<file path="config.mk">
export PLATFORM = sky130hd
export DESIGN_NAME = multiple_comparator_tree
export DESIGN_NICKNAME = d
export VERILOG_FILES = /design/src/rtl/multiple_comparator_tree.sv
export SDC_FILE = /design/constraint.sdc
export NUM_CORES = 1
export LEC_CHECK = 0
export CAP_MARGIN = 10
export CORE_AREA = 2 2 69 71
export DETAILED_ROUTE_END_ITERATION = 16
export DIE_AREA = 0 0 71 73
export HOLD_SLACK_MARGIN = 0.12
export PLACE_DENSITY = 0.72
export SLEW_MARGIN = 20
export SYNTH_ARGS = -nofsm -noshare
export SYNTH_HDL_FRONTEND = slang
export SYNTH_SLANG_ARGS = --single-unit
</file>
<file path="constraint.sdc">
create_clock -name clock -period 2.4 [get_ports clock]
set_input_delay 0.6 -clock clock [delete_from_list [all_inputs] [get_ports clock]]
set_output_delay 0.6 -clock clock [all_outputs]
set_load 0.02 [all_outputs]
</file>
<file path="src/rtl/multiple_comparator_tree.sv">
// Pipelined min/max reduction tree over N unsigned W-bit channels.
// Each level pairs adjacent entries of the previous level (lower index on the
// left, ties keep the left entry) and registers the survivors together with
// the sample's valid and mode bits. The whole pipeline advances together and
// stalls as a unit when the output is held by backpressure.
module multiple_comparator_tree #(
  parameter  int N      = 6,
  parameter  int W      = 3,
  localparam int LEVELS = $clog2(N),
  localparam int IW     = (N > 2) ? $clog2(N) : 1
) (
  input  logic            clock,
  input  logic            reset,
  input  logic            io_in_valid,
  output logic            io_in_ready,
  input  logic            io_mode,
  input  logic [N*W-1:0]  io_inputs,
  output logic            io_out_valid,
  input  logic            io_out_ready,
  output logic [W-1:0]    io_result,
  output logic [IW-1:0]   io_index,
  output logic            io_mode_out
);

  // Number of entries surviving at a given level of the tree.
  function automatic int unsigned level_count(input int unsigned lvl);
    int unsigned c;
    c = N;
    for (int unsigned i = 0; i < lvl; i++) begin
      c = (c + 1) / 2;
    end
    return c;
  endfunction

  logic adv;

  assign adv         = ~io_out_valid | io_out_ready;
  assign io_in_ready = adv;

  for (genvar l = 0; l <= LEVELS; l++) begin : g_lvl
    localparam int unsigned CNT = level_count(l);

    logic [W-1:0]  val [CNT];
    logic [IW-1:0] idx [CNT];
    logic          vld;
    logic          md;

    if (l == 0) begin : g_in
      for (genvar k = 0; k < N; k++) begin : g_ch
        assign val[k] = io_inputs[k*W +: W];
        assign idx[k] = IW'(k);
      end
      assign vld = io_in_valid;
      assign md  = io_mode;
    end else begin : g_stage
      localparam int unsigned PCNT = level_count(l - 1);

      logic [W-1:0]  nval [CNT];
      logic [IW-1:0] nidx [CNT];

      for (genvar j = 0; j < CNT; j++) begin : g_ent
        if (2*j + 1 < PCNT) begin : g_pair
          logic take_right;
          // Strict compare keeps the left (lower-index) entry on ties.
          assign take_right = g_lvl[l-1].md
                            ? (g_lvl[l-1].val[2*j+1] > g_lvl[l-1].val[2*j])
                            : (g_lvl[l-1].val[2*j+1] < g_lvl[l-1].val[2*j]);
          assign nval[j] = take_right ? g_lvl[l-1].val[2*j+1] : g_lvl[l-1].val[2*j];
          assign nidx[j] = take_right ? g_lvl[l-1].idx[2*j+1] : g_lvl[l-1].idx[2*j];
        end else begin : g_pass
          assign nval[j] = g_lvl[l-1].val[2*j];
          assign nidx[j] = g_lvl[l-1].idx[2*j];
        end
      end

      // Stage register: shifts in the previous level's winners when the pipe advances.
      always_ff @(posedge clock or posedge reset) begin
        if (reset) begin
          vld <= 1'b0;
          md  <= 1'b0;
          for (int unsigned j = 0; j < CNT; j++) begin
            val[j] <= '0;
            idx[j] <= '0;
          end
        end else if (adv) begin
          vld <= g_lvl[l-1].vld;
          md  <= g_lvl[l-1].md;
          for (int unsigned j = 0; j < CNT; j++) begin
            val[j] <= nval[j];
            idx[j] <= nidx[j];
          end
        end
      end
    end
  end

  assign io_out_valid = g_lvl[LEVELS].vld;
  assign io_result    = g_lvl[LEVELS].val[0];
  assign io_index     = g_lvl[LEVELS].idx[0];
  assign io_mode_out  = g_lvl[LEVELS].md;

endmodule

</file>
==> impl_metrics.yaml <==
timing:
  grt_setup_unrepaired: "no"
  report.final.slew_viol_count: 0
  finalHoldViolCount: 0
  timing.final.setup_violations: 0
  worst_slew_pin_slew_ns: 0.5243
  fmaxAchievable_mhz: 466.6
  layout_worst_path_cycle_share: 0.8931
  layout_min_cycle_time_ns: 2.143
  timing.clock.skew_ns: 0.003932
  timing.slew.headroom: 0.6505
  worst_setup_slack_final_ns: 0.2567
yosys:
  synth-seq-cells: 35
  synth_mux_area_frac: 0.1049
  synth.avg_cell_area_sq_um: 9.409
  synth_top_cell_by_area: "sky130_fd_sc_hd__dfrtp_1"
  post_synth_and_or_nand_nor_area_fraction: 0.1593
  synth_seq_area_share: 0.4101
  synth.area.top_cells: "sky130_fd_sc_hd__dfrtp_1, sky130_fd_sc_hd__mux2i_1, sky130_fd_sc_hd__ha_1, sky130_fd_sc_hd__a21oi_1, sky130_fd_sc_hd__nand2_1"
  synth_compound_gate_area_share: 0.1804
  yosys_warnings: 0
  postSynthNetCount: 265
  yosysTopAreaCellShare: 0.4101
  synth_cell_type_count: 24
  synth_top_family_by_area: "compound AO/OA/AOI/OAI gates"
  number_of_standard_cells_after_synthesis: 227
  adder_and_majority_cell_fraction_of_the_synthesized_area: 0.08787
  synth-xor-area-share: 0
  netlist_area_sq_mm: 0.002136
power_and_ir_drop:
  p_leak_nw: 1.245
  worst_ir_drop_on_vdd_uv: 451.7
  powerDensity_mw_per_mm2: 1108
  total_chip_power_w: 0.002916
job:
  timing.max_cap.violations: 0
final_layout:
  drive_gt1_frac: 0.09886
  count_of_antenna_diodes_in_the_layout: 0
  postLayoutCellArea_sq_mm: 0.002631
  area_delta_synth_final_pct: 23.20
  fillCellCount: 401
  nets: 300
  final_util: 0.5801
  final_cell_count_no_fill: 317
detailed_routing:
  avgRoutedWirePerCell_microns: 12.58
  post-route-drc-count: 0
  num_vias: 1668
  routed_via_density: 5.262
  detail_route.iter0.violations: 113
  detailedRoute.firstPassIterationCount: 4
  drt_wl_total_microns: 3989
  drt.antenna.violating_nets: 0
grt:
  gr-usage-all-layers: 0.1682
  grt_max_degree: 57
  gr-total-overflow: 0
  number_of_antenna_violations_at_the_first_check_in_global_routing: 0
  first_global_vias: 1596
  grt_pass1_wl_microns: 6851
hold_path:
  hold_class: "flip-flop to flip-flop"
  worstHoldStart: "g_lvl[2].vld$_DFFE_PP0P_"
  min_path_cells: 2
  hold_path_end: "g_lvl[2].vld$_DFFE_PP0P_"
die:
  die-area_sq_mm: 0.005183
  boundaryPins: 32
  chip_width_microns: 71
  floorplan.initialDensity: 0.4709
  placeableCoreArea_sq_mm: 0.004536
  number_of_rows_in_the_core_area: 25
  floorplan.die.height_microns: 73
clock_network:
  cts_post_setup_buffers_inserted: 0
  worstSkewPairLatency_ns: 0.29
  cts-resized-gates: 1
  cts.reportedPaths.clkPinSlew_ns: 0.07
  cts_inserted_buffers: 5
  cts_max_level: 2
  clock_sink_count: 35
  cts.path.max_buffers: 2
  cts_root_buf: "sky130_fd_sc_hd__clkbuf_8"
  tritoncts_clock_tree: "built"
  cts.hold.buffers_added: 0
setup_path:
  critPathArrivalTime_ns: 1.54
  ff2ff_setup_slack_ns: 0.51
  worst_setup_path_start_kind: "input port"
  worstSetupPathType: "input port to primary output"
  r2r_start: "g_lvl[2].val[2]$_DFFE_PP0P_"
  worstSetupEndpointType: "primary output"
  reg2reg_to: "io_result[2]$_DFFE_PP0P_"
  critical_path_peak_fanout: 2
  critical_path_startpoint: "io_out_ready"
  worst_r2r_path_depth: 5
  worstPathRequired_ns: 1.80
  critical_path.slowest_cell: "sky130_fd_sc_hd__clkdlybuf4s50_1"
  cp_cell_sequence: "clkdlybuf4s50_1 > nor2b_1 > inv_1 > dlygate4sd2_1"
  cp_peak_stage_delay_ns: 0.40
placed_design:
  numPlacedInstances: 309
  dp_slack_ns: -0.01983
  buffer_ports.inserted: 31
  dp.final_hpwl_microns: 2824
  globalplace.congestion: 0.7651
  placedInstanceArea_sq_mm: 0.002500
outcome:
  status: "finished, final reports clean"
==> flip-flops by register name (all words and copies together) (netlist names) <==
register,flops
io_index,3
g_lvl.val,15
io_mode_out,1
io_out_valid,1
io_result,3
g_lvl.md,2
g_lvl.idx,8
g_lvl.vld,2
==> layer usage <==
metal	global-route usage	routed length (microns)	share of wire
met5	0	0	0
met4	0.06709	81	0.020
met3	0.03729	111	0.028
met2	0.2939	1900	0.48
met1	0.2021	1895	0.48
==> cell usage after synthesis <==
cell type	n
sky130_fd_sc_hd__and2_1	15
sky130_fd_sc_hd__buf_2	5
sky130_fd_sc_hd__a22o_1	1
sky130_fd_sc_hd__ha_1	15
sky130_fd_sc_hd__mux2i_1	19
sky130_fd_sc_hd__buf_6	2
sky130_fd_sc_hd__dfrtp_1	35
sky130_fd_sc_hd__and2_2	2
sky130_fd_sc_hd__clkbuf_1	1
sky130_fd_sc_hd__clkbuf_4	1
sky130_fd_sc_hd__nand2_1	34
sky130_fd_sc_hd__a21oi_2	2
sky130_fd_sc_hd__a221oi_2	3
sky130_fd_sc_hd__nor2_1	8
sky130_fd_sc_hd__a31o_2	1
sky130_fd_sc_hd__mux2_2	3
sky130_fd_sc_hd__nand2b_1	2
sky130_fd_sc_hd__and3b_1	2
sky130_fd_sc_hd__a21o_1	1
sky130_fd_sc_hd__a311oi_4	2
sky130_fd_sc_hd__nor2b_1	7
sky130_fd_sc_hd__a21oi_1	37
sky130_fd_sc_hd__inv_1	17
sky130_fd_sc_hd__o21ai_0	12
==> area by class of cell <==
class | instances | area, sq um | share of cell area
tap | 54 | 67.56 | 0.02568
clock buffer | 6 | 72.57 | 0.02758
sequential | 35 | 875.8 | 0.3329
multi-input combinational | 166 | 1137 | 0.4322
clock inverter | 2 | 60.06 | 0.02282
timing repair buffer | 37 | 354.1 | 0.1346
inverter | 17 | 63.81 | 0.02425
==> kinds of logic after synthesis <==
| group | count (synthesis) |
|---|---|
| AOI/OAI and AO/OA | 59 |
| adders and majority gates | 15 |
| buffers and inverters | 26 |
| DFF | 35 |
| muxes | 22 |
| and+or+nand+nor | 70 |
==> power breakdown <==
| group | leakage (nW) | internal (W) | total (W) | switching, W |
|---|---|---|---|---|
| combinational | 0.762 | 0.000641 | 0.00134 | 0.000698 |
| clock | 0.0654 | 0.000415 | 0.000630 | 0.000215 |
| sequential | 0.417 | 0.000816 | 0.000948 | 0.000132 |
| total | 1.25 | 0.00187 | 0.00292 | 0.00104 |
==> placed cells by master, fill, tap and decap left out, drive strengths merged <==
cell type,instances
mux2i,19
buf,6
a311oi,2
nor2b,7
and3b,2
ha,15
dfrtp,35
clkbuf,6
a31o,1
and2,17
a22o,1
o21ai,12
clkdlybuf4s50,30
inv,17
a21o,1
nand2b,2
bufinv,2
nand2,34
dlygate4sd2,1
a21oi,39
a221oi,3
mux2,3
nor2,8
==> metrics by stage <==
stage,TNS (ns),hold slack (ns)
finish,0,0.4577
global route,0,0.4770
CTS,0,0.4632
detailed placement,-0.02221,0.4442
global placement,0,0.4406
floorplan,0,0.4252
==> how the worst max path moves through the flow <==
stage,to,slack [ns],cells past startpoint
after floorplan,io_in_ready,0.48,4
after global placement,io_in_ready,0.004,4
after detailed placement,g_lvl[1].idx[6]$_DFFE_PP0P_,-0.02,8
after global routing,g_lvl[1].val[6]$_DFFE_PP0P_,0.19,8
after CTS,io_in_ready,0.24,4
final,io_in_ready,0.26,4
==> critical path: cells and delay by family <==
kind	cells	cell delay, ns
simple gates	1	0.15
buf+inv	3	0.80
Power figures use the tool's default switching activity.
